### src/rtl/fifo_burst_scheduler_pkg.sv
// Shared load/store definitions for the FIFO read-side burst scheduler.
package fifo_burst_scheduler_pkg;

  typedef enum logic [1:0] {
    IDLE   = 2'd0,
    REQ    = 2'd1,
    STREAM = 2'd2
  } sched_state_t;

  localparam int SKID_DEPTH     = 2;
  localparam int SKID_OCC_WIDTH = $clog2(SKID_DEPTH + 1);

endpackage

### src/rtl/fifo_skid_buffer.sv
// Two-entry fall-through skid buffer that absorbs FIFO read data while the
// downstream consumer stalls; an empty buffer passes incoming data straight out.
module fifo_skid_buffer
  import fifo_burst_scheduler_pkg::*;
#(
  parameter int WIDTH = 32
) (
  input  logic                      clk,
  input  logic                      rst_n,
  input  logic                      in_valid,
  input  logic [WIDTH-1:0]          in_data,
  input  logic                      out_ready,
  output logic                      out_valid,
  output logic [WIDTH-1:0]          out_data,
  output logic [SKID_OCC_WIDTH-1:0] occupancy
);

  logic [WIDTH-1:0] mem [SKID_DEPTH];
  logic             wr_ptr;
  logic             rd_ptr;
  logic             pop;
  logic             store;
  logic             consume;

  // Head selection and push/pop decisions, bypassing storage when empty.
  always_comb begin
    out_valid = (occupancy != '0) || in_valid;
    out_data  = (occupancy != '0) ? mem[rd_ptr] : in_data;
    pop       = out_valid && out_ready;
    store     = in_valid && !((occupancy == '0) && pop);
    consume   = pop && (occupancy != '0);
  end

  // Storage, pointers and occupancy tracking.
  always_ff @(posedge clk or negedge rst_n) begin
    if (!rst_n) begin
      for (int i = 0; i < SKID_DEPTH; i++) mem[i] <= '0;
      wr_ptr    <= 1'b0;
      rd_ptr    <= 1'b0;
      occupancy <= '0;
    end else begin
      if (store) begin
        mem[wr_ptr] <= in_data;
        wr_ptr      <= ~wr_ptr;
      end
      if (consume) rd_ptr <= ~rd_ptr;
      case ({store, consume})
        2'b10:   occupancy <= occupancy + SKID_OCC_WIDTH'(1);
        2'b01:   occupancy <= occupancy - SKID_OCC_WIDTH'(1);
        default: occupancy <= occupancy;
      endcase
    end
  end

endmodule

### src/rtl/fifo_burst_scheduler.sv
// Read-side burst scheduler: decides when to drain the FIFO, issues a length
// request, then streams exactly that many words through a skid buffer.
module fifo_burst_scheduler
  import fifo_burst_scheduler_pkg::*;
#(
  parameter int DATA_WIDTH  = 32,
  parameter int COUNT_WIDTH = 6,
  parameter int MAX_BURST   = 16,
  parameter int LEN_WIDTH   = $clog2(MAX_BURST) + 1,
  parameter int TIMEOUT     = 64
) (
  input  logic                   clk,
  input  logic                   rst_n,
  input  logic                   enable,
  input  logic                   flush,
  input  logic [DATA_WIDTH-1:0]  fifo_dout,
  input  logic                   fifo_empty,
  input  logic [COUNT_WIDTH-1:0] fifo_rd_data_count,
  input  logic                   fifo_rd_rst_busy,
  output logic                   fifo_rd_en,
  output logic                   req_valid,
  output logic [LEN_WIDTH-1:0]   req_len,
  input  logic                   req_ready,
  output logic                   m_valid,
  output logic [DATA_WIDTH-1:0]  m_data,
  output logic                   m_last,
  input  logic                   m_ready,
  output logic                   busy,
  output logic                   flush_done
);

  localparam int TIMER_WIDTH = (TIMEOUT > 0) ? $clog2(TIMEOUT + 1) : 1;

  sched_state_t               state;
  sched_state_t               state_next;
  logic [LEN_WIDTH-1:0]       len;
  logic [LEN_WIDTH-1:0]       issued;
  logic [LEN_WIDTH-1:0]       sent;
  logic [LEN_WIDTH-1:0]       trigger_len;
  logic [TIMER_WIDTH-1:0]     idle_timer;
  logic                       flush_pending;
  logic                       in_flight;
  logic [SKID_OCC_WIDTH-1:0]  skid_occupancy;
  logic [SKID_OCC_WIDTH:0]    outstanding;
  logic                       skid_valid;
  logic [DATA_WIDTH-1:0]      skid_data;
  logic                       has_data;
  logic                       full_burst;
  logic                       timed_out;
  logic                       trigger;
  logic                       skid_empty;
  logic                       beat_fire;
  logic                       last_fire;

  fifo_skid_buffer #(.WIDTH(DATA_WIDTH)) u_skid (
    .clk       (clk),
    .rst_n     (rst_n),
    .in_valid  (in_flight),
    .in_data   (fifo_dout),
    .out_ready (m_ready),
    .out_valid (skid_valid),
    .out_data  (skid_data),
    .occupancy (skid_occupancy)
  );

  // Burst trigger, flush completion and output-beat qualification.
  always_comb begin
    has_data    = fifo_rd_data_count != '0;
    full_burst  = int'(fifo_rd_data_count) >= MAX_BURST;
    timed_out   = (TIMEOUT != 0) && (int'(idle_timer) >= TIMEOUT);
    trigger     = (state == IDLE) && !fifo_rd_rst_busy && has_data &&
                  (enable || flush_pending) &&
                  (full_burst || timed_out || flush_pending);
    trigger_len = full_burst ? LEN_WIDTH'(MAX_BURST) : LEN_WIDTH'(fifo_rd_data_count);
    outstanding = {1'b0, skid_occupancy} + {{SKID_OCC_WIDTH{1'b0}}, in_flight};
    skid_empty  = (skid_occupancy == '0) && !in_flight;
    flush_done  = flush_pending && (state == IDLE) && !has_data && skid_empty;
    busy        = (state != IDLE) || !skid_empty;
    m_valid     = skid_valid;
    m_data      = skid_valid ? skid_data : '0;
    m_last      = skid_valid && (state == STREAM) && (sent == len - LEN_WIDTH'(1));
    beat_fire   = m_valid && m_ready;
    last_fire   = beat_fire && m_last;
    req_len     = len;
  end

  // Next-state logic plus request and FIFO read strobes.
  always_comb begin
    state_next = state;
    req_valid  = 1'b0;
    fifo_rd_en = 1'b0;
    case (state)
      IDLE: begin
        if (trigger) state_next = REQ;
      end
      REQ: begin
        req_valid = 1'b1;
        if (req_ready) state_next = STREAM;
      end
      STREAM: begin
        fifo_rd_en = !fifo_rd_rst_busy && (issued < len) && !fifo_empty &&
                     (int'(outstanding) < SKID_DEPTH);
        if (last_fire) state_next = IDLE;
      end
      default: state_next = IDLE;
    endcase
  end

  // State register.
  always_ff @(posedge clk or negedge rst_n) begin
    if (!rst_n) state <= IDLE;
    else        state <= state_next;
  end

  // Burst length latch and per-burst read/beat counters.
  always_ff @(posedge clk or negedge rst_n) begin
    if (!rst_n) begin
      len       <= '0;
      issued    <= '0;
      sent      <= '0;
      in_flight <= 1'b0;
    end else begin
      in_flight <= fifo_rd_en;
      if (trigger) begin
        len    <= trigger_len;
        issued <= '0;
        sent   <= '0;
      end else begin
        if (fifo_rd_en) issued <= issued + LEN_WIDTH'(1);
        if (beat_fire)  sent   <= sent + LEN_WIDTH'(1);
      end
    end
  end

  // Idle timer that forces a short burst when a partial fill lingers.
  always_ff @(posedge clk or negedge rst_n) begin
    if (!rst_n) begin
      idle_timer <= '0;
    end else if (state == IDLE) begin
      if (trigger || !has_data) idle_timer <= '0;
      else if (!full_burst && int'(idle_timer) < TIMEOUT) idle_timer <= idle_timer + TIMER_WIDTH'(1);
    end
  end

  // Flush request latch, released when the drain completes.
  always_ff @(posedge clk or negedge rst_n) begin
    if (!rst_n)          flush_pending <= 1'b0;
    else if (flush_done) flush_pending <= 1'b0;
    else if (flush)      flush_pending <= 1'b1;
  end

endmodule
### config.mk
export PLATFORM = sky130hd
export DESIGN_NAME = fifo_burst_scheduler
export DESIGN_NICKNAME = d
export VERILOG_FILES = /design/src/rtl/fifo_burst_scheduler_pkg.sv /design/src/rtl/fifo_skid_buffer.sv /design/src/rtl/fifo_burst_scheduler.sv
export SDC_FILE = /design/constraint.sdc
export NUM_CORES = 1
export LEC_CHECK = 0
export ABC_AREA = 1
export BUFFER_PORTS_ARGS = -buffer_cell sky130_fd_sc_hd__buf_2
export CAP_MARGIN = 25
export CORE_MARGIN = 2
export CORE_UTILIZATION = 45
export CTS_CLUSTER_DIAMETER = 40
export DETAILED_ROUTE_END_ITERATION = 8
export PLACE_DENSITY = 0.75
export SETUP_SLACK_MARGIN = 0.4
export SYNTH_ARGS = -nofsm -noshare
export SYNTH_HDL_FRONTEND = slang
export SYNTH_HIERARCHICAL = 1
export SYNTH_SLANG_ARGS = --single-unit
### constraint.sdc
create_clock -name clk -period 1.6 [get_ports clk]
set_input_delay 0.08 -clock clk [delete_from_list [all_inputs] [get_ports clk]]
set_output_delay 0.08 -clock clk [all_outputs]
set_load 0.005 [all_outputs]
==> reports/metrics.cfg <==
[synth]
synthArstFlopShare=1.000
ys.flop_type=dfrtp_1
synth_top_area_share=0.4239
synthesis.nets=815
yosysSeqAreaShare=0.4239
synth_edf_count=0
synth_area_um2=5549
synth_largest_area_cell=dfrtp_1
syn_inst=760
ys_ff_latch=94
synth_cell_types=30
synthTopCellsByCount=282 x nand2_1, 99 x inv_1, 94 x dfrtp_1
ys_warn_count=6
synth_most_common_cell=nand2_1
syn_area_per_cell_um2=7.301
ys_top_cells_by_area=dfrtp_1 42%, nand2_1 19%, nand4_1 8.6%

[cts]
numCtsBuffers=9
tritoncts=yes
cts_sinks=94
clk-insertion-delay-late_ns=0.36
clock_path_buffers=2
clk_pin_slew_worst_paths_ns=0.07
htreeDepth=3
root_buffer=clkbuf_16

[pwr]
p_total_uw=18020
power_density_nw_per_um2=1974
p_leak_uw=0.004679
ir_drop_uv=1225

[critical_path]
path_common_cell=nand2_2
start_kind=flop
worstSetupEndpointType=output pin
crit_chain=ha_4 > nand2_2 > nand2_1 > nand2_2 > nand4_1 > nor2_2 > nand3_2 > inv_2 > buf_2
path_class=flop to output pin
cp.arrival_ns=1.91
critPathMaxStageDelay_ns=0.43
critPathRequiredTime_ns=1.52
reg2reg_from=issued[2]
path_max_fanout=2
crit_path_top_delay_cell=dfrtp_1
crit_path_start=issued[2]

[sta]
fin_crit_sh=1.241
drv_slew=0
period_needed_ns=1.986
whs_ns=-0.0002345
finalClockSkew_ns=0.01011
hold_viol=1
worst_slew_pin_slew_ns=0.4372
setup_viol=115
finalSetupTns_ns=-27.92
rsz0062_at_grt=yes
max_freq_mhz=503.7
fin_ws_ns=-0.3855
max-slew-margin-rel=0.7085

[place]
post_dp_cell_area_um2=6276
place.gp.congestion=0.8516
dp_hpwl_mm=9.178
place_ws_ns=0.04806
io_buffers=88

[floorplan]
die_y_um=115.0
die_area_um2=13240
fp.dieW_um=115.0
fp-row-count=40
initial_utilization=0.4620
ios=89
design.core.area_um2=12010

[drt]
drc=0
wl_per_cell_um=20.66
routed_wl_mm=22.70
drtIter0Drc=797
num_vias=6527
drt-pass1-iter-count=5
vias_per_cell=5.939
drtAntennaViolNets=0

[grt]
grt_overflow=0
track_usage=0.2621
grt_max_degree=54
grt_antenna_before_repair=2
grt_pass1_vias=5659
grt_pass1_wl_mm=27.25

[flow_run]
cap_violations=0

[finish]
areaGrowthSynthToFinish_pct=64.51
fin_area_um2=9129
drive_gt1_frac=0.4974
fin_nets=1001
fill_cells=689

[run_status]
violations=hold timing, setup timing
outcome=finished, violations left

[worst_hold_path]
hp-start=fifo_dout[7]
min_path_type=input pin to flop

[layout make-up]
class | instances | area, um2 | area share
tap | 147 | 183.9 | 0.02015
sequential | 94 | 2356 | 0.2581
inverter | 104 | 405.4 | 0.04441
clock inverter | 5 | 58.81 | 0.006442
multi-input combinational | 516 | 3546 | 0.3884
antenna | 1 | 2.502 | 0.0002741
clock buffer | 11 | 242.7 | 0.02659
timing repair buffer | 221 | 2333 | 0.2556
[cell families after synthesis]
kind of cell | count (synthesis) | synth area share
and+or+nand+nor | 415 | 0.3393
buffers and inverters | 150 | 0.1200
DFF | 94 | 0.4239
AOI/OAI and AO/OA | 77 | 0.07283
xor gates and xnor gates | 15 | 0.02368
adders and majority gates | 9 | 0.02029
[state kept, by name, indices dropped and copies added (netlist names)]
signal / flops
in_flight: 1
flush_pending: 1
u_skid/wr_ptr: 1
u_skid/mem: 64
u_skid/rd_ptr: 1
idle_timer: 7
u_skid/occupancy: 2
req_len: 5
state: 2
sent: 5
issued: 5
[worst max-delay path, delay by kind of cell (launching register included)]
kind / cells / cell delay [ns]
AND/OR/NAND/NOR: 6 / 0.65
flip-flops: 1 / 0.43
adder cells (fa/ha/maj): 1 / 0.27
buffers and inverters: 2 / 0.19
[final timing paths]
check / endpoint / slack [ns] / cells after the start
worst max-delay path: fifo_rd_en / -0.39 / 9
max in group asynchronous: u_skid/mem[49] / 0.85 / 3
min in group asynchronous: u_skid/mem[39] / 0.11 / 2
worst min-delay path: u_skid/mem[39] / -0.0002 / 3
worst min register to register: u_skid/mem[24] / 0.49 / 2
worst max register to register: issued[0] / -0.38 / 12
[report_power, final]
part	internal, uW	switching [uW]
clock network	1260	994
logic	5510	6210
registers	3210	837
total	9980	8040
[stage by stage]
stage               hold slack (ns)  cells  utilization
detailed placement         -0.05103    979       0.5225
global route                0.01708   1098       0.7598
floorplan                   -0.2156    760            -
CTS                       0.0008814   1069       0.6472
finish                   -0.0002345   1099       0.7600
global placement           -0.04764    979       0.5225
[cell usage in the layout, fill, tap and decap left out, types with 2 or more instances in the layout]
master,count
nor3_2,2
buf_8,4
nand3_4,4
o21ai_2,19
ha_4,6
nand2_8,2
ha_1,3
nand4_1,76
buf_2,62
nor2_2,6
nor2_4,7
clkbuf_16,16
dfrtp_1,91
nor2_1,9
o21ai_0,39
or2_4,2
nand3_1,10
xor2_1,12
xnor2_2,2
dfrtp_2,3
buf_12,15
nand2_1,135
inv_4,4
buf_16,11
nand3_2,5
a21oi_2,3
nand2_2,88
buf_6,57
buf_4,43
nand2_4,65
inv_2,36
clkinvlp_4,2
inv_1,63
dlygate4sd3_1,22
a21oi_1,3
o21ai_1,9
[routing by layer]
| metal | vias up | track usage | share of wire |
|---|---|---|---|
| met5 | - | 0 | 0.00053 |
| met3 | 152 | 0.05693 | 0.082 |
| li1 | 2821 | - | - |
| met2 | 430 | 0.4675 | 0.51 |
| met4 | 2 | 0.1036 | 0.063 |
| met1 | 3122 | 0.3074 | 0.35 |
[repair_timing]
action / 4_1_cts / 5_1_grt
pin swaps: 23 / 33
gates cloned: 11 / 9
buffers inserted: 41 / 20
resized for setup: 84 / 315
setup endpoints to repair: 130 / 132
endpoints found under the hold margin: 120 / 0
hold buffers: 22 / 0
(Power assumes the default switching activity.)
